===== config.mk =====
export PLATFORM = sky130hd
export DESIGN_NAME = ltc2308_scan
export DESIGN_NICKNAME = d
export VERILOG_FILES = /design/src/rtl/ltc2308_pkg.sv /design/src/rtl/ltc2308_spi_frame.sv /design/src/rtl/ltc2308_scan.sv
export SDC_FILE = /design/constraint.sdc
export NUM_CORES = 1
export LEC_CHECK = 0
export BUFFER_PORTS_ARGS = -buffer_cell sky130_fd_sc_hd__buf_2
export CORE_MARGIN = 2
export CORE_UTILIZATION = 55
export DETAILED_ROUTE_END_ITERATION = 8
export PLACE_DENSITY = 0.74
export RECOVER_POWER = 25
export SETUP_SLACK_MARGIN = 0.2
export SYNTH_ARGS = -nofsm -noshare
export SYNTH_HDL_FRONTEND = slang
export SYNTH_SLANG_ARGS = --single-unit

===== constraint.sdc =====
create_clock -name clk -period 2.1 [get_ports clk]
set_input_delay 0.42 -clock clk [delete_from_list [all_inputs] [get_ports clk]]
set_output_delay 0.42 -clock clk [all_outputs]
set_load 0.005 [all_outputs]

===== src/rtl/ltc2308_pkg.sv =====
// Shared types, constants and helpers for the LTC2308 scan controller.
package ltc2308_pkg;

  localparam int LTC2308_BITS     = 12;
  localparam int LTC2308_CFG_BITS = 6;

  typedef enum logic [1:0] {
    ST_IDLE  = 2'd0,
    ST_CONV  = 2'd1,
    ST_SHIFT = 2'd2,
    ST_ACQ   = 2'd3
  } state_t;

  function automatic logic [LTC2308_CFG_BITS-1:0] cfg_word(input logic [2:0] ch, input logic uni);
    cfg_word = {1'b1, ch[0], ch[2], ch[1], uni, 1'b0};
  endfunction

  // Lowest set bit strictly above cur, wrapping to the lowest set bit; cur=7 yields the lowest.
  function automatic logic [2:0] next_channel(input logic [7:0] mask, input logic [2:0] cur);
    logic [2:0] lowest;
    logic [2:0] above;
    logic       found;
    lowest = 3'd0;
    above  = 3'd0;
    found  = 1'b0;
    for (int i = 7; i >= 0; i--) begin
      if (mask[i]) begin
        lowest = 3'(i);
        if (i > int'(cur)) begin
          above = 3'(i);
          found = 1'b1;
        end
      end
    end
    next_channel = found ? above : lowest;
  endfunction

endpackage


===== src/rtl/ltc2308_spi_frame.sv =====
// One 12-bit LTC2308 SPI frame: SCK divider, config shift-out, result shift-in.
module ltc2308_spi_frame
  import ltc2308_pkg::*;
#(
  parameter int CLK_DIV = 2
) (
  input  logic                        clk,
  input  logic                        rst,
  input  logic                        start,
  input  logic [LTC2308_CFG_BITS-1:0] cfg,
  input  logic                        sdo,
  output logic                        sck,
  output logic                        sdi,
  output logic                        done,
  output logic [LTC2308_BITS-1:0]     data
);

  logic        busy;
  logic [15:0] div_cnt;
  logic [3:0]  bit_cnt;
  logic [11:0] tx;
  logic        phase_end;

  assign phase_end = (div_cnt == 16'(CLK_DIV - 1));
  // data is complete once the last high phase ends
  assign done = busy && sck && phase_end && (bit_cnt == 4'd11);

  always_ff @(posedge clk) begin
    if (rst) begin
      busy    <= 1'b0;
      sck     <= 1'b0;
      sdi     <= 1'b0;
      div_cnt <= 16'd0;
      bit_cnt <= 4'd0;
      tx      <= 12'd0;
      data    <= 12'd0;
    end else if (start) begin
      busy    <= 1'b1;
      sck     <= 1'b0;
      sdi     <= cfg[5];
      tx      <= {cfg[4:0], 7'd0};
      div_cnt <= 16'd0;
      bit_cnt <= 4'd0;
    end else if (busy) begin
      if (phase_end) begin
        div_cnt <= 16'd0;
        if (!sck) begin
          sck  <= 1'b1;
          data <= {data[10:0], sdo};
        end else begin
          sck <= 1'b0;
          if (bit_cnt == 4'd11) begin
            busy <= 1'b0;
            sdi  <= 1'b0;
          end else begin
            bit_cnt <= bit_cnt + 4'd1;
            sdi     <= tx[11];
            tx      <= {tx[10:0], 1'b0};
          end
        end
      end else begin
        div_cnt <= div_cnt + 16'd1;
      end
    end
  end

endmodule


===== src/rtl/ltc2308_scan.sv =====
// Round-robin LTC2308 scan controller with channel-tagged results.
// Optional 4-frame averaging is enabled by defining LTC2308_SCAN_AVG_EN.
module ltc2308_scan
  import ltc2308_pkg::*;
#(
  parameter int CLK_DIV     = 2,
  parameter int CONV_CYCLES = 80,
  parameter int ACQ_CYCLES  = 12
) (
  input  logic        clk,
  input  logic        rst,
  input  logic        enable,
  input  logic [7:0]  ch_mask,
  input  logic        uni,
  output logic [11:0] sample,
  output logic [2:0]  sample_ch,
  output logic        sample_valid,
  output logic        ADC_CONVST,
  output logic        ADC_SCK,
  output logic        ADC_SDI,
  input  logic        ADC_SDO
);

  state_t      state, state_nx;
  logic [15:0] cnt;
  logic [2:0]  cur_ch, prev_ch, emit_ch, sel_ch;
  logic        prev_valid, emit_valid, cfg_uni;
  logic        go, conv_last, acq_last, conv_entry, from_idle, start, done;
  logic [11:0] frame_data;

  assign go         = enable && (ch_mask != 8'd0);
  assign conv_last  = (cnt == 16'(CONV_CYCLES - 1));
  assign acq_last   = (cnt == 16'(ACQ_CYCLES - 1));
  assign from_idle  = (state == ST_IDLE);
  assign conv_entry = (state_nx == ST_CONV) && (state != ST_CONV);
  assign sel_ch     = next_channel(ch_mask, from_idle ? 3'd7 : cur_ch);

  always_comb begin
    state_nx = state;
    start    = 1'b0;
    case (state)
      ST_IDLE: begin
        if (go) state_nx = ST_CONV;
        else    state_nx = ST_IDLE;
      end
      ST_CONV: begin
        if (conv_last) begin
          state_nx = ST_SHIFT;
          start    = 1'b1;
        end else begin
          state_nx = ST_CONV;
        end
      end
      ST_SHIFT: begin
        if (done) state_nx = ST_ACQ;
        else      state_nx = ST_SHIFT;
      end
      ST_ACQ: begin
        if (acq_last) state_nx = go ? ST_CONV : ST_IDLE;
        else          state_nx = ST_ACQ;
      end
      default: state_nx = ST_IDLE;
    endcase
  end

  // CONVST mirrors the registered state, so it is high for exactly the CONV cycles
  always_ff @(posedge clk) begin
    if (rst) begin
      state      <= ST_IDLE;
      cnt        <= 16'd0;
      ADC_CONVST <= 1'b0;
    end else begin
      state      <= state_nx;
      cnt        <= ((state_nx != state) || (state == ST_IDLE)) ? 16'd0 : cnt + 16'd1;
      ADC_CONVST <= (state_nx == ST_CONV);
    end
  end

  ltc2308_spi_frame #(.CLK_DIV(CLK_DIV)) u_frame (
    .clk   (clk),
    .rst   (rst),
    .start (start),
    .cfg   (cfg_word(cur_ch, cfg_uni)),
    .sdo   (ADC_SDO),
    .sck   (ADC_SCK),
    .sdi   (ADC_SDI),
    .done  (done),
    .data  (frame_data)
  );

`ifdef LTC2308_SCAN_AVG_EN
  logic [1:0]  rep;
  logic [1:0]  acc_cnt;
  logic [13:0] acc, sum;
  assign sum = acc + {2'b00, frame_data};
`endif

  // Data read in a frame belongs to the channel configured in the frame before
  always_ff @(posedge clk) begin
    if (rst) begin
      cur_ch     <= 3'd0;
      cfg_uni    <= 1'b0;
      prev_ch    <= 3'd0;
      prev_valid <= 1'b0;
      emit_ch    <= 3'd0;
      emit_valid <= 1'b0;
`ifdef LTC2308_SCAN_AVG_EN
      rep        <= 2'd0;
`endif
    end else begin
      if (conv_entry) begin
        cfg_uni <= uni;
        if (from_idle) prev_valid <= 1'b0;
`ifdef LTC2308_SCAN_AVG_EN
        if (from_idle || (rep == 2'd3)) begin
          cur_ch <= sel_ch;
          rep    <= 2'd0;
        end else begin
          rep <= rep + 2'd1;
        end
`else
        cur_ch <= sel_ch;
`endif
      end
      if (start) begin
        emit_ch    <= prev_ch;
        emit_valid <= prev_valid;
      end
      if (done) begin
        prev_ch    <= cur_ch;
        prev_valid <= 1'b1;
      end
    end
  end

  always_ff @(posedge clk) begin
    if (rst) begin
      sample       <= 12'd0;
      sample_ch    <= 3'd0;
      sample_valid <= 1'b0;
`ifdef LTC2308_SCAN_AVG_EN
      acc          <= 14'd0;
      acc_cnt      <= 2'd0;
`endif
    end else begin
`ifdef LTC2308_SCAN_AVG_EN
      sample_valid <= 1'b0;
      if (state == ST_IDLE) begin
        acc     <= 14'd0;
        acc_cnt <= 2'd0;
      end else if (done && emit_valid) begin
        if (acc_cnt == 2'd3) begin
          sample       <= sum[13:2];
          sample_ch    <= emit_ch;
          sample_valid <= 1'b1;
          acc          <= 14'd0;
          acc_cnt      <= 2'd0;
        end else begin
          acc     <= sum;
          acc_cnt <= acc_cnt + 2'd1;
        end
      end
`else
      sample_valid <= done && emit_valid;
      if (done && emit_valid) begin
        sample    <= frame_data;
        sample_ch <= emit_ch;
      end
`endif
    end
  end

endmodule


==> results of run 1 <==
==> worst max path at each step <==
| stage | startpoint | to | slack, ns | depth (start not counted) |
|---|---|---|---|---|
| floorplan | u_frame.div_cnt[1]$_SDFFE_PP0P_ | u_frame.tx[8]$_SDFFE_PP0P_ | 0.27 | 9 |
| global placement | u_frame.div_cnt[0]$_SDFFE_PP0P_ | u_frame.tx[11]$_SDFFE_PP0P_ | 0.22 | 6 |
| detailed placement | u_frame.div_cnt[0]$_SDFFE_PP0P_ | u_frame.tx[11]$_SDFFE_PP0P_ | 0.15 | 6 |
| CTS | u_frame.div_cnt[1]$_SDFFE_PP0P_ | sample[9]$_SDFFE_PP0P_ | 0.20 | 9 |
| global route | u_frame.div_cnt[1]$_SDFFE_PP0P_ | u_frame.div_cnt[10]$_SDFFE_PP0P_ | 0.08 | 8 |
| finish | u_frame.div_cnt[1]$_SDFFE_PP0P_ | u_frame.div_cnt[7]$_SDFFE_PP0P_ | 0.20 | 8 |
==> cell families after synthesis <==
kind of cell,Yosys count,share of synthesized area (%)
and+or+nand+nor,203,26.8
DFF,86,44.5
AOI/OAI and AO/OA,69,11.6
buffers and inverters,34,4.11
xor gates and xnor gates,31,7.02
muxes,18,4.66
adders and majority gates,4,1.29
==> area by class of cell <==
cell class                      count  area, µm²
Multi-Input combinational cell    325       2110
Sequential cell                    86       1730
Tap cell                           96        120
Clock inverter                      7       71.3
Fill cell                         566       2250
Timing Repair Buffer               53        340
Inverter                           14       52.6
Clock buffer                        9        124
==> power groups by stage <==
stage	clock (mW)	combinational, mW	sequential, mW
2_1_floorplan	0	0.102	1.68
3_3_place_gp	0	0.136	1.69
3_5_place_dp	0	0.137	1.69
4_1_cts	1.16	0.142	1.65
5_1_grt	1.22	0.167	1.66
6_report	1.13	0.152	1.65
==> registers in the layout (all words and copies together) (netlist names) <==
register and cells:
cnt 16, u_frame.div_cnt 16, sample 12, u_frame.data 12, u_frame.bit_cnt 4, u_frame.tx 4, cur_ch 3, emit_ch 3
prev_ch 3, sample_ch 3, state 2, ADC_CONVST 1, cfg_uni 1, emit_valid 1, prev_valid 1, sample_valid 1
u_frame.busy 1, u_frame.sck 1, u_frame.sdi 1
==> cells in the mapped netlist, types with 3 or more instances <==
cell type	instances
a211oi_1	4
a21oi_1	33
and3_1	8
and4_1	8
buf_2	4
buf_4	3
clkbuf_1	11
dfxtp_1	86
ha_1	4
inv_1	14
mux2i_1	18
nand2_1	58
nand2b_1	5
nand3_1	11
nand4_1	8
nor2_1	70
nor3_1	3
nor4_1	4
nor4b_1	4
o21ai_0	5
o31ai_1	4
xnor2_1	14
xor2_1	17
==> stage by stage <==
stage	setup slack [ns]	util [%]	total power, mW	instances
detailed placement	0.155	61.2	1.83	566
global route	0.0800	66.9	3.05	590
finish	0.200	66.9	2.94	590
CTS	0.202	64.5	2.95	583
floorplan	0.270	-	1.78	445
global placement	0.221	61.2	1.83	566
==> cells in the final DEF (no fill, tap or decap), types with 3 or more instances in the layout <==
cell and count:
mux2i_1 18, inv_6 4, nor3_1 3, inv_1 14
nand4_1 8, nor2_1 70, buf_2 18, nand2_1 57
dfxtp_2 3, nor4b_2 3, and4_1 8, o21ai_0 5
clkbuf_8 9, buf_6 4, a21oi_1 33, nand3_1 11
xor2_1 17, clkbuf_1 14, nor4_2 3, a211oi_1 4
o31ai_1 4, buf_4 15, and3_1 6, nand2b_1 4
dfxtp_1 82, xnor2_1 14
==> routing by layer <==
metal / wire, µm / vias to the layer above / share of wire, %
met5: 0 / - / 0
met4: 163 / 0 / 2.0
met3: 219 / 14 / 2.6
met2: 4000 / 58 / 48
met1: 3920 / 1500 / 47
li1: - / 1633 / -
==> what timing repair did <==
action	4_1_cts	5_1_grt
gates cloned	0	2
setup endpoints to repair	35	77
buffers inserted	1	5
pin swaps	0	8
gates resized for setup	3	32
==> critical path, delay by kind of cell, from the launching register on <==
kind / cells / cell delay, ns
adders and majority gates: 1 / 0.14
buffers and inverters: 2 / 0.24
DFF: 1 / 0.33
and+or+nand+nor: 5 / 1.09
==> summary.md, run 1 <==
| Metric | Value |
|---|---|
| Critical path class | `flip-flop to flip-flop` |
| Switching Share | `26.1%` |
| Worst-Margin Slew | `slightly above 0.4 ns` |
| CTS tree | `built` |
| Worst skew pair latency | `0.36 ns` |
| Initial core utilization | `57.0%` |
| Port buffer count | `31` |
| Hold_ws | `between 0.2 and 0.3 ns` |
| Crit start category | `flip-flop` |
| # IOs | `32` |
| FMAX | `about 530 MHz` |
| Synth cell types | `57` |
| Area delta synth->final | `17.5%` |
| Final period utilization | `90.5%` |
| Hold Crit Depth | `3` |
| Post-synth top area cell | `dfxtp_1` |
| Cell area after layout | `~4500 µm²` |
| Setup TNS | `0 ns` |
| Largest net degree at the start of global routing | `33` |
| Placement Cell Area | `~4200 µm²` |
| Total of max-cap violations | `0` |
| Yosys reg bits | `86` |
| Int Power | `about 2.2 mW` |
| Part of the Yosys area used for sequential elements | `44.5%` |
| Worst path required time | `around 2.4 ns` |
| Vias in the first global route | `slightly below 3000` |
| Relative slew margins | `~72%` |
| HP Start | `ADC_SDO` |
| Clock sinks | `86` |
| FF-to-FF path depth | `8` |
| Synthesized net count | `approximately 460` |
| RSZ-0062 raised after global routing | `yes` |
| Top Usage Layer GRT | `met2` |
| H-tree depth | `3` |
| R2r endpoint | `u_frame.div_cnt[7]$_SDFFE_PP0P_` |
| Final hold violations | `0` |
| Total CTS buffers | `9` |
| CP Capture Type | `flip-flop` |
| Grt ovf | `0` |
| Vias per Instance | `5.43` |
| GR met3 Demand/Resource | `roughly 3.6%` |
| Outcome | `finished clean` |
| Post-synthesis cell count | `445` |
| Hold Path Class | `input port to flip-flop` |
| Reg-to-reg slack, setup | `roughly 0.2 ns` |
| TritonRoute pass-1 iters | `4` |
| Worst Skew | `about 0.0088 ns` |
| Drt drc | `0` |
| CP max stage cell | `or4b_4` |
| CP cell instances | `inv_1 -> ha_4 -> nor4b_4 -> nand4b_1 -> or4b_4 -> nand2b_4 -> buf_6 -> nor2_1` |
| Clk root buf | `clkbuf_8` |
| Detailed Route Iter0 Violations | `110` |
| Share of the synthesized area in the top cell type | `44.5%` |
| Core Footprint | `approximately 6800 µm²` |
| Post-detail-place hpwl | `between 5 and 6 mm` |
| GRT Overall Usage | `21.3%` |
| Diode count | `0` |
| Synthesized area per cell | `8.70 µm²` |
| Clock power share | `between 30% and 40%` |
| Crit path largest cell delay | `between 0.5 and 0.6 ns` |
| CTS Hold Buffers Added | `0` |
| Comb power frac | `under 10%` |
| GR Util met2 | `34.9%` |
| Post-layout min period | `approximately 1.9 ns` |
| Post-synth EDFFs | `0` |
| Peak supply drop | `0.332 mV` |
| Leakage | `between 1.5 and 2 nW` |
| Vias post-DR | `between 3000 and 4000` |
| Die Area | `a little under 8000 µm²` |
| Hold EP | `u_frame.data[0]$_SDFFE_PP0P_` |
| Final number of setup-violating endpoints | `0` |
| Die H | `about 88 µm` |
| RePlAce Congestion | `between 0.8 and 0.9` |
| Final Max Tran Viols | `0` |
| Clk slew on worst S/H paths | `0.10 ns` |
| Initial antenna violation count | `0` |
| Nets | `a little over 500` |
| Met1 Use GR | `approximately 28%` |
| Cell Pwr Density | `roughly 650 nW/µm²` |
| Clk buf depth | `2` |
| Ranking of synthesized cells by area | `dfxtp_1, nor2_1, nand2_1` |
| Final wirelength | `between 8 and 9 mm` |
| Routed wire per std cell | `about 14 µm` |
| Share of async-settable or async-resettable flops after synthesis | `0%` |
| Sequential Power Share | `roughly 56%` |
| Ratio of cells with drive above 1 in the final layout | `between 10% and 20%` |
| Die Wd | `between 80 and 90 µm` |
| Critical-path maximum fanout | `7` |
| Sw Pwr | `between 700 and 800 µW` |
| Mapped Area | `3870 µm²` |
| Yosys warning count | `0` |
| Ys flop type | `dfxtp_1` |
| R2R Path Start | `u_frame.div_cnt[1]$_SDFFE_PP0P_` |
| Global-route wire length before repair | `~13 mm` |
| CP Data Arrival Time | `between 2 and 2.5 ns` |
| FP Rows | `30` |
| Remaining antenna violation count after routing | `0` |
No activity file was read; power rests on OpenSTA's default activity.
==> run 2: changes to the inputs <==
Settings changed: CORE_UTILIZATION 55 to 59, PLACE_DENSITY 0.74 to 0.79.
==> run 2 against run 1 <==
Net effect:
- non-clock buffer count down 4
- first-iteration DRC count up 34%
- design area down 0.22%
- maximum frequency up 2.9%
- die area down 6.5%
- critical endpoint is now u_frame.data[0]$_SDFFE_PP0P_
- routed wire length up 1.0%
- sequential power about the same
==> summary.md, run 2 (synthesis results as in run 1) <==
| Metric | Value |
|---|---|
| Clk buf depth | `2 (unchanged)` |
| Hold Crit Depth | `3 (unchanged)` |
| Total of max-cap violations | `0 (unchanged)` |
| GRT Overall Usage | `22.5% (was 21.3%)` |
| Regs by FF count | `cnt: 16 flops, u_frame.div_cnt: 16 flops (unchanged)` |
| CP cell instances | `nor4_1 -> nand4b_1 -> o211ai_4 -> clkbuf_16 -> mux2i_1 -> nor2_1 (was inv_1 -> ha_4 -> nor4b_4 -> nand4b_1 -> or4b_4 -> nand2b_4 -> buf_6 -> nor2_1)` |
| Global-route wire length before repair | `13.3 mm (was 13.0 mm)` |
| Initial core utilization | `60.9% (was 57.0%)` |
| Routed wire per std cell | `14.8 µm (was 14.1 µm)` |
| Final wirelength | `8.38 mm (was 8.30 mm)` |
| Detailed Route Iter0 Violations | `147 (was 110)` |
| Final Max Tran Viols | `0 (unchanged)` |
| Clk root buf | `clkbuf_8 (unchanged)` |
| Initial antenna violation count | `0 (unchanged)` |
| Clk slew on worst S/H paths | `0.09 ns (was 0.10 ns)` |
| Crit start category | `flip-flop (unchanged)` |
| Core Footprint | `6350 µm² (was 6790 µm²)` |
| Routed length on met2 | `4.08 mm (was 4.00 mm)` |
| Hold Path Class | `input port to flip-flop (unchanged)` |
| Worst skew pair latency | `0.36 ns (about the same)` |
| # IOs | `32 (unchanged)` |
| Hold_ws | `0.294 ns (was 0.296 ns)` |
| Ratio of cells with drive above 1 in the final layout | `18.8% (was 17.4%)` |
| CP Data Arrival Time | `2.09 ns (was 2.16 ns)` |
| CTS tree | `built (unchanged)` |
| Worst Skew | `0.00925 ns (was 0.00875 ns)` |
| Sequential Power Share | `54.2% (was 56.3%)` |
| Worst-Margin Slew | `0.489 ns (was 0.415 ns)` |
| Vias in the first global route | `2969 (was 2917)` |
| FMAX | `542 MHz (was 526 MHz)` |
| FF-to-FF path depth | `6 (was 8)` |
| Nets | `502 (was 506)` |
| Clock power share | `40.7% (was 38.5%)` |
| Total CTS buffers | `9 (unchanged)` |
| Vias post-DR | `3281 (was 3205)` |
| Comb power frac | `5.0% (was 5.2%)` |
| Sw Pwr | `743 µW (was 767 µW)` |
| Diode count | `0 (unchanged)` |
| CTS Hold Buffers Added | `0 (unchanged)` |
| Int Power | `2.31 mW (was 2.17 mW)` |
| Die Wd | `85.0 µm (was 87.9 µm)` |
| Cell Pwr Density | `674 nW/µm² (was 646 nW/µm²)` |
| RSZ-0062 raised after global routing | `yes (unchanged)` |
| Relative slew margins | `67.3% (was 72.1%)` |
| Remaining antenna violation count after routing | `0 (unchanged)` |
| WP depth | `6 (was 8)` |
| Crit path largest cell delay | `0.39 ns (was 0.58 ns)` |
| M1 WL | `3.83 mm (was 3.92 mm)` |
| Grt ovf | `0 (unchanged)` |
| Die Area | `7220 µm² (was 7720 µm²)` |
| Die H | `85.0 µm (was 87.9 µm)` |
| WL met3 | `337 µm (was 219 µm)` |
| Leakage | `1.74 nW (was 1.71 nW)` |
| Port buffer count | `31 (unchanged)` |
| Outcome | `finished clean (unchanged)` |
| CP Capture Type | `flip-flop (unchanged)` |
| Setup TNS | `0 ns (unchanged)` |
| Final core occ | `71.4% (was 66.9%)` |
| Top Layer Used | `met4 (unchanged)` |
| Final hold violations | `0 (unchanged)` |
| H-tree depth | `3 (unchanged)` |
| Peak supply drop | `0.465 mV (was 0.332 mV)` |
| Area delta synth->final | `17.2% (was 17.5%)` |
| Switching Share | `24.3% (was 26.1%)` |
| Post-layout min period | `1.85 ns (was 1.90 ns)` |
| Post-detail-place hpwl | `5.36 mm (was 5.39 mm)` |
| Critical-path maximum fanout | `7 (unchanged)` |
| Critical path class | `flip-flop to flip-flop (unchanged)` |
| CP bufs+invs | `1 (was 2)` |
| Most frequent cells in the layout | `dfxtp_1, nor2_1, nand2_1 (unchanged)` |
| Worst path required time | `2.34 ns (was 2.36 ns)` |
| Final period utilization | `87.9% (was 90.5%)` |
| Clock sinks | `86 (unchanged)` |
| RePlAce Congestion | `0.835 (was 0.886)` |
| CP max stage cell | `dfxtp_1 (was or4b_4)` |
| Drt drc | `0 (unchanged)` |
| Vias per Instance | `5.79 (was 5.43)` |
| Cell family with most CP delay | `simple AND/OR/NAND/NOR gates (unchanged)` |
| Final number of setup-violating endpoints | `0 (unchanged)` |
| Commonest non-fill, non-tap cell in the layout | `dfxtp_1 (unchanged)` |
| FP Rows | `29 (was 30)` |
| Largest net degree at the start of global routing | `50 (was 33)` |
| TritonRoute pass-1 iters | `5 (was 4)` |
==> run 2: tightest hold or removal path, cell delays in order <==
cell and delay (ns):
buf_2 0.08, mux2i_1 0.05, nor2_1 0.07
==> run 2: what timing repair did <==
item	CTS	global route
buffers inserted	0	5
gates cloned	0	4
resized for setup	2	40
endpoints found under the setup margin	18	70
pin swaps	0	8
==> run 2: metal layers <==
layer / up-vias / global-route usage, %
li1: 1619 / -
met1: 1566 / 30.0
met2: 80 / 35.8
met3: 16 / 5.16
met4: 0 / 8.23
met5: - / 0
==> run 2: power groups by stage <==
stage               logic (mW)  clock network, mW  registers [mW]
global placement         0.133                  0            1.69
finish                   0.154               1.24            1.66
global route             0.172               1.33            1.66
CTS                      0.136               1.25            1.66
detailed placement       0.135                  0            1.69
floorplan                0.102                  0            1.68
==> run 2: path summary, 6_finish.rpt <==
| path | slack (ns) | end | from |
|---|---|---|---|
| max reg2reg | 0.25 | u_frame.data[0]$_SDFFE_PP0P_ | cnt[5]$_SDFF_PP0_ |
| min | 0.29 | cfg_uni$_SDFFE_PP0P_ | uni |
| min reg2reg | 0.45 | sample[3]$_SDFFE_PP0P_ | sample[3]$_SDFFE_PP0P_ |
| max | 0.25 | u_frame.data[0]$_SDFFE_PP0P_ | cnt[5]$_SDFF_PP0_ |
==> run 2: area by class of cell <==
| class | count | area, µm² |
|---|---|---|
| sequential | 86 | 1730 |
| clock buffer | 10 | 138 |
| fill | 500 | 1810 |
| timing repair buffer | 49 | 337 |
| inverter | 14 | 52.6 |
| tap | 77 | 96.3 |
| clock inverter | 6 | 76.3 |
| multi-input combinational | 325 | 2110 |
==> run 2: metrics by stage <==
step | cells | instance area (µm²) | setup slack, ns | total power [mW]
detailed placement | 542 | 4100 | 0.195 | 1.83
CTS | 558 | 4310 | 0.190 | 3.05
global placement | 542 | 4100 | 0.223 | 1.83
finish | 567 | 4540 | 0.254 | 3.06
floorplan | 445 | 3870 | 0.270 | 1.78
global route | 567 | 4540 | 0.108 | 3.16
==> run 3: changes to the inputs <==
Settings changed: CELL_PAD_IN_SITES_DETAIL_PLACEMENT from default to 1, CELL_PAD_IN_SITES_GLOBAL_PLACEMENT from default to 1, CORE_UTILIZATION 59 to 45, PLACE_DENSITY 0.79 to default, PLACE_DENSITY_LB_ADDON from default to 0.1.
==> run 3 against run 2 <==
Net effect:
- maximum frequency shrank 2.4%
- core utilization shrank 16 points
- critical endpoint is now cnt[3]$_SDFF_PP0_
- critical path type unchanged
- first-iteration DRC count fell by 47%
- hold slack worse by 0.0046 ns
- highest routed layer unchanged
- count of clock-buffer cells in the layout shrank 1
- largest cell class unchanged
==> summary.md, run 3 (synthesis results as in run 1) <==
| Metric | Value |
|---|---|
| Commonest non-fill, non-tap cell in the layout | `dfxtp_1 (unchanged)` |
| GRT Overall Usage | `19.6% (was 22.5%)` |
| Critical path class | `flip-flop to flip-flop (unchanged)` |
| RSZ-0062 raised after global routing | `yes (unchanged)` |
| Final period utilization | `90.1% (was 87.9%)` |
| Placement Cell Area | `4180 µm² (was 4100 µm²)` |
| Area of the multi-input gates | `2100 µm² (was 2110 µm²)` |
| Regs by FF count | `cnt: 16 flops, u_frame.div_cnt: 16 flops (unchanged)` |
| H-tree depth | `3 (unchanged)` |
| Area delta synth->final | `18.7% (was 17.2%)` |
| CP Data Arrival Time | `2.16 ns (was 2.09 ns)` |
| FF-to-FF path depth | `7 (was 6)` |
| Crit path largest cell delay | `0.38 ns (was 0.39 ns)` |
| Clk slew on worst S/H paths | `0.10 ns (was 0.09 ns)` |
| Post-layout min period | `1.89 ns (was 1.85 ns)` |
| Vias per Instance | `5.46 (was 5.79)` |
| Core Footprint | `8260 µm² (was 6350 µm²)` |
| Clock sinks | `86 (unchanged)` |
| Final number of setup-violating endpoints | `0 (unchanged)` |
| CP cell instances | `ha_1 -> nand3b_1 -> or2_2 -> o21ai_0 -> a221o_2 -> buf_12 -> nor2_1 (was nor4_1 -> nand4b_1 -> o211ai_4 -> clkbuf_16 -> mux2i_1 -> nor2_1)` |
| CP Capture Type | `flip-flop (unchanged)` |
| Diode count | `0 (unchanged)` |
| FMAX | `528 MHz (was 542 MHz)` |
| Clk root buf | `clkbuf_8 (unchanged)` |
| Die Wd | `96.7 µm (was 85.0 µm)` |
| Most frequent cells in the layout | `dfxtp_1, nor2_1, nand2_1 (unchanged)` |
| Vias post-DR | `3271 (was 3281)` |
| Global-route wire length before repair | `15.1 mm (was 13.3 mm)` |
| Routed wire per std cell | `16.0 µm (was 14.8 µm)` |
| Reg-to-reg slack, setup | `0.21 ns (was 0.25 ns)` |
| Final Max Tran Viols | `0 (unchanged)` |
| Leakage | `1.75 nW (was 1.74 nW)` |
| Nets | `506 (was 502)` |
| TritonRoute pass-1 iters | `4 (was 5)` |
| Peak supply drop | `0.279 mV (was 0.465 mV)` |
| Port buffer count | `31 (unchanged)` |
| Cell Pwr Density | `653 nW/µm² (was 674 nW/µm²)` |
| Switching Share | `27.2% (was 24.3%)` |
| Register Area | `1730 µm² (about the same)` |
| Fillers | `994 (was 500)` |
| Worst-Margin Slew | `0.508 ns (was 0.489 ns)` |
| Hold Crit Depth | `3 (unchanged)` |
| Largest net degree at the start of global routing | `50 (unchanged)` |
| Remaining antenna violation count after routing | `0 (unchanged)` |
| Clock power share | `39.3% (was 40.7%)` |
| Hold EP | `cfg_uni$_SDFFE_PP0P_ (unchanged)` |
| Crit start category | `flip-flop (unchanged)` |
| Outcome | `finished clean (unchanged)` |
| CP max stage cell | `dfxtp_1 (unchanged)` |
| Clk buf depth | `2 (unchanged)` |
| Initial core utilization | `46.9% (was 60.9%)` |
| Worst skew pair latency | `0.38 ns (was 0.36 ns)` |
| CTS Hold Buffers Added | `0 (unchanged)` |
| Final wirelength | `9.61 mm (was 8.38 mm)` |
| Detailed Route Iter0 Violations | `78 (was 147)` |
| Sw Pwr | `816 µW (was 743 µW)` |
| Worst path required time | `2.37 ns (was 2.34 ns)` |
| Cell area after layout | `4590 µm² (was 4540 µm²)` |
| Grt ovf | `0 (unchanged)` |
| Relative slew margins | `66.0% (was 67.3%)` |
| Total CTS buffers | `9 (unchanged)` |
| Final hold violations | `0 (unchanged)` |
| RePlAce Congestion | `0.813 (was 0.835)` |
| # IOs | `32 (unchanged)` |
| R2r endpoint | `cnt[3]$_SDFF_PP0_ (was u_frame.data[0]$_SDFFE_PP0P_)` |
| Drt drc | `0 (unchanged)` |
| Critical-path maximum fanout | `16 (was 7)` |
| Sequential Power Share | `55.1% (was 54.2%)` |
| CTS tree | `built (unchanged)` |
| Ratio of cells with drive above 1 in the final layout | `19.4% (was 18.8%)` |
| Hold Path Class | `input port to flip-flop (unchanged)` |
| Total of max-cap violations | `0 (unchanged)` |
| Comb power frac | `5.6% (was 5.0%)` |
| Int Power | `2.18 mW (was 2.31 mW)` |
| Vias in the first global route | `3178 (was 2969)` |
| Worst Skew | `0.0102 ns (was 0.00925 ns)` |
| Die H | `96.7 µm (was 85.0 µm)` |
| HP Start | `uni (unchanged)` |
| Post-detail-place hpwl | `6.38 mm (was 5.36 mm)` |
| Die Area | `9360 µm² (was 7220 µm²)` |
| FP Rows | `33 (was 29)` |
| Setup TNS | `0 ns (unchanged)` |
| Initial antenna violation count | `0 (unchanged)` |
| R2R Path Start | `u_frame.bit_cnt[0]$_SDFFE_PP0P_ (was cnt[5]$_SDFF_PP0_)` |
-- run 3: cell count changes in the layout (fill, tap and decap cells not counted), moves of 2 or more --
cell     change
buf_12       +2
buf_2        +2
buf_4        +5
buf_6        -4
inv_6        -2
inv_8        +2
nor4b_2      -2
-- run 3: what timing repair did --
action / in CTS / in global routing
setup endpoints to repair: 42 / 71
pin swaps: 1 / 7
resized for setup: 7 / 23
setup buffers: 0 / 9
cloned: 0 / 1
-- run 3: per-stage QoR --
step	cells	power, mW	worst slack (ns)	hold slack, ns	utilization, %
CTS	589	3.01	0.192	0.287	53.3
global placement	573	1.84	0.137	0.423	50.6
floorplan	445	1.78	0.270	0.413	-
global route	599	3.12	0.0875	0.288	55.6
finish	599	3.00	0.207	0.289	55.6
detailed placement	573	1.84	0.0911	0.444	50.6
-- run 3: worst max-delay path by stage --
| stage | from | end | slack (ns) | depth (start not counted) |
|---|---|---|---|---|
| after detailed placement | u_frame.div_cnt[0]$_SDFFE_PP0P_ | u_frame.div_cnt[9]$_SDFFE_PP0P_ | 0.09 | 7 |
| after floorplan | u_frame.div_cnt[1]$_SDFFE_PP0P_ | u_frame.tx[8]$_SDFFE_PP0P_ | 0.27 | 9 |
| after global routing | u_frame.bit_cnt[0]$_SDFFE_PP0P_ | cnt[3]$_SDFF_PP0_ | 0.09 | 7 |
| after CTS | u_frame.div_cnt[1]$_SDFFE_PP0P_ | u_frame.div_cnt[6]$_SDFFE_PP0P_ | 0.19 | 8 |
| final | u_frame.bit_cnt[0]$_SDFFE_PP0P_ | cnt[3]$_SDFF_PP0_ | 0.21 | 7 |
| after global placement | u_frame.div_cnt[0]$_SDFFE_PP0P_ | u_frame.div_cnt[2]$_SDFFE_PP0P_ | 0.14 | 7 |
-- run 3: power groups by stage --
stage / clock network (mW) / logic, mW / registers [mW]
after global placement: 0 / 0.145 / 1.69
after global routing: 1.28 / 0.184 / 1.66
after detailed placement: 0 / 0.148 / 1.69
final: 1.18 / 0.167 / 1.65
after floorplan: 0 / 0.102 / 1.68
after CTS: 1.21 / 0.150 / 1.66
-- run 3: final cells by class --
type | count | share of cell area, %
clock buffer | 9 | 2.70
clock inverter | 7 | 1.66
inverter | 14 | 1.14
multi-input combinational | 325 | 45.7
sequential | 86 | 37.7
tap | 105 | 2.86
timing repair buffer | 53 | 8.17
-- run 3: critical path: cells and delay by family (launching register included) --
family          cells  cell delay (ns)
simple gates        3             0.55
flops               1             0.38
compound gates      2             0.52
buf+inv             1             0.15
fa+ha+maj           1             0.18
-- run 3: layer usage --
metal | track usage (%) | up-vias | share of wire (%)
met2 | 30.8 | 33 | 47
li1 | - | 1631 | -
met1 | 27.1 | 1596 | 48
met3 | 3.11 | 11 | 2.6
met4 | 7.69 | 0 | 1.6
met5 | 0 | - | 0
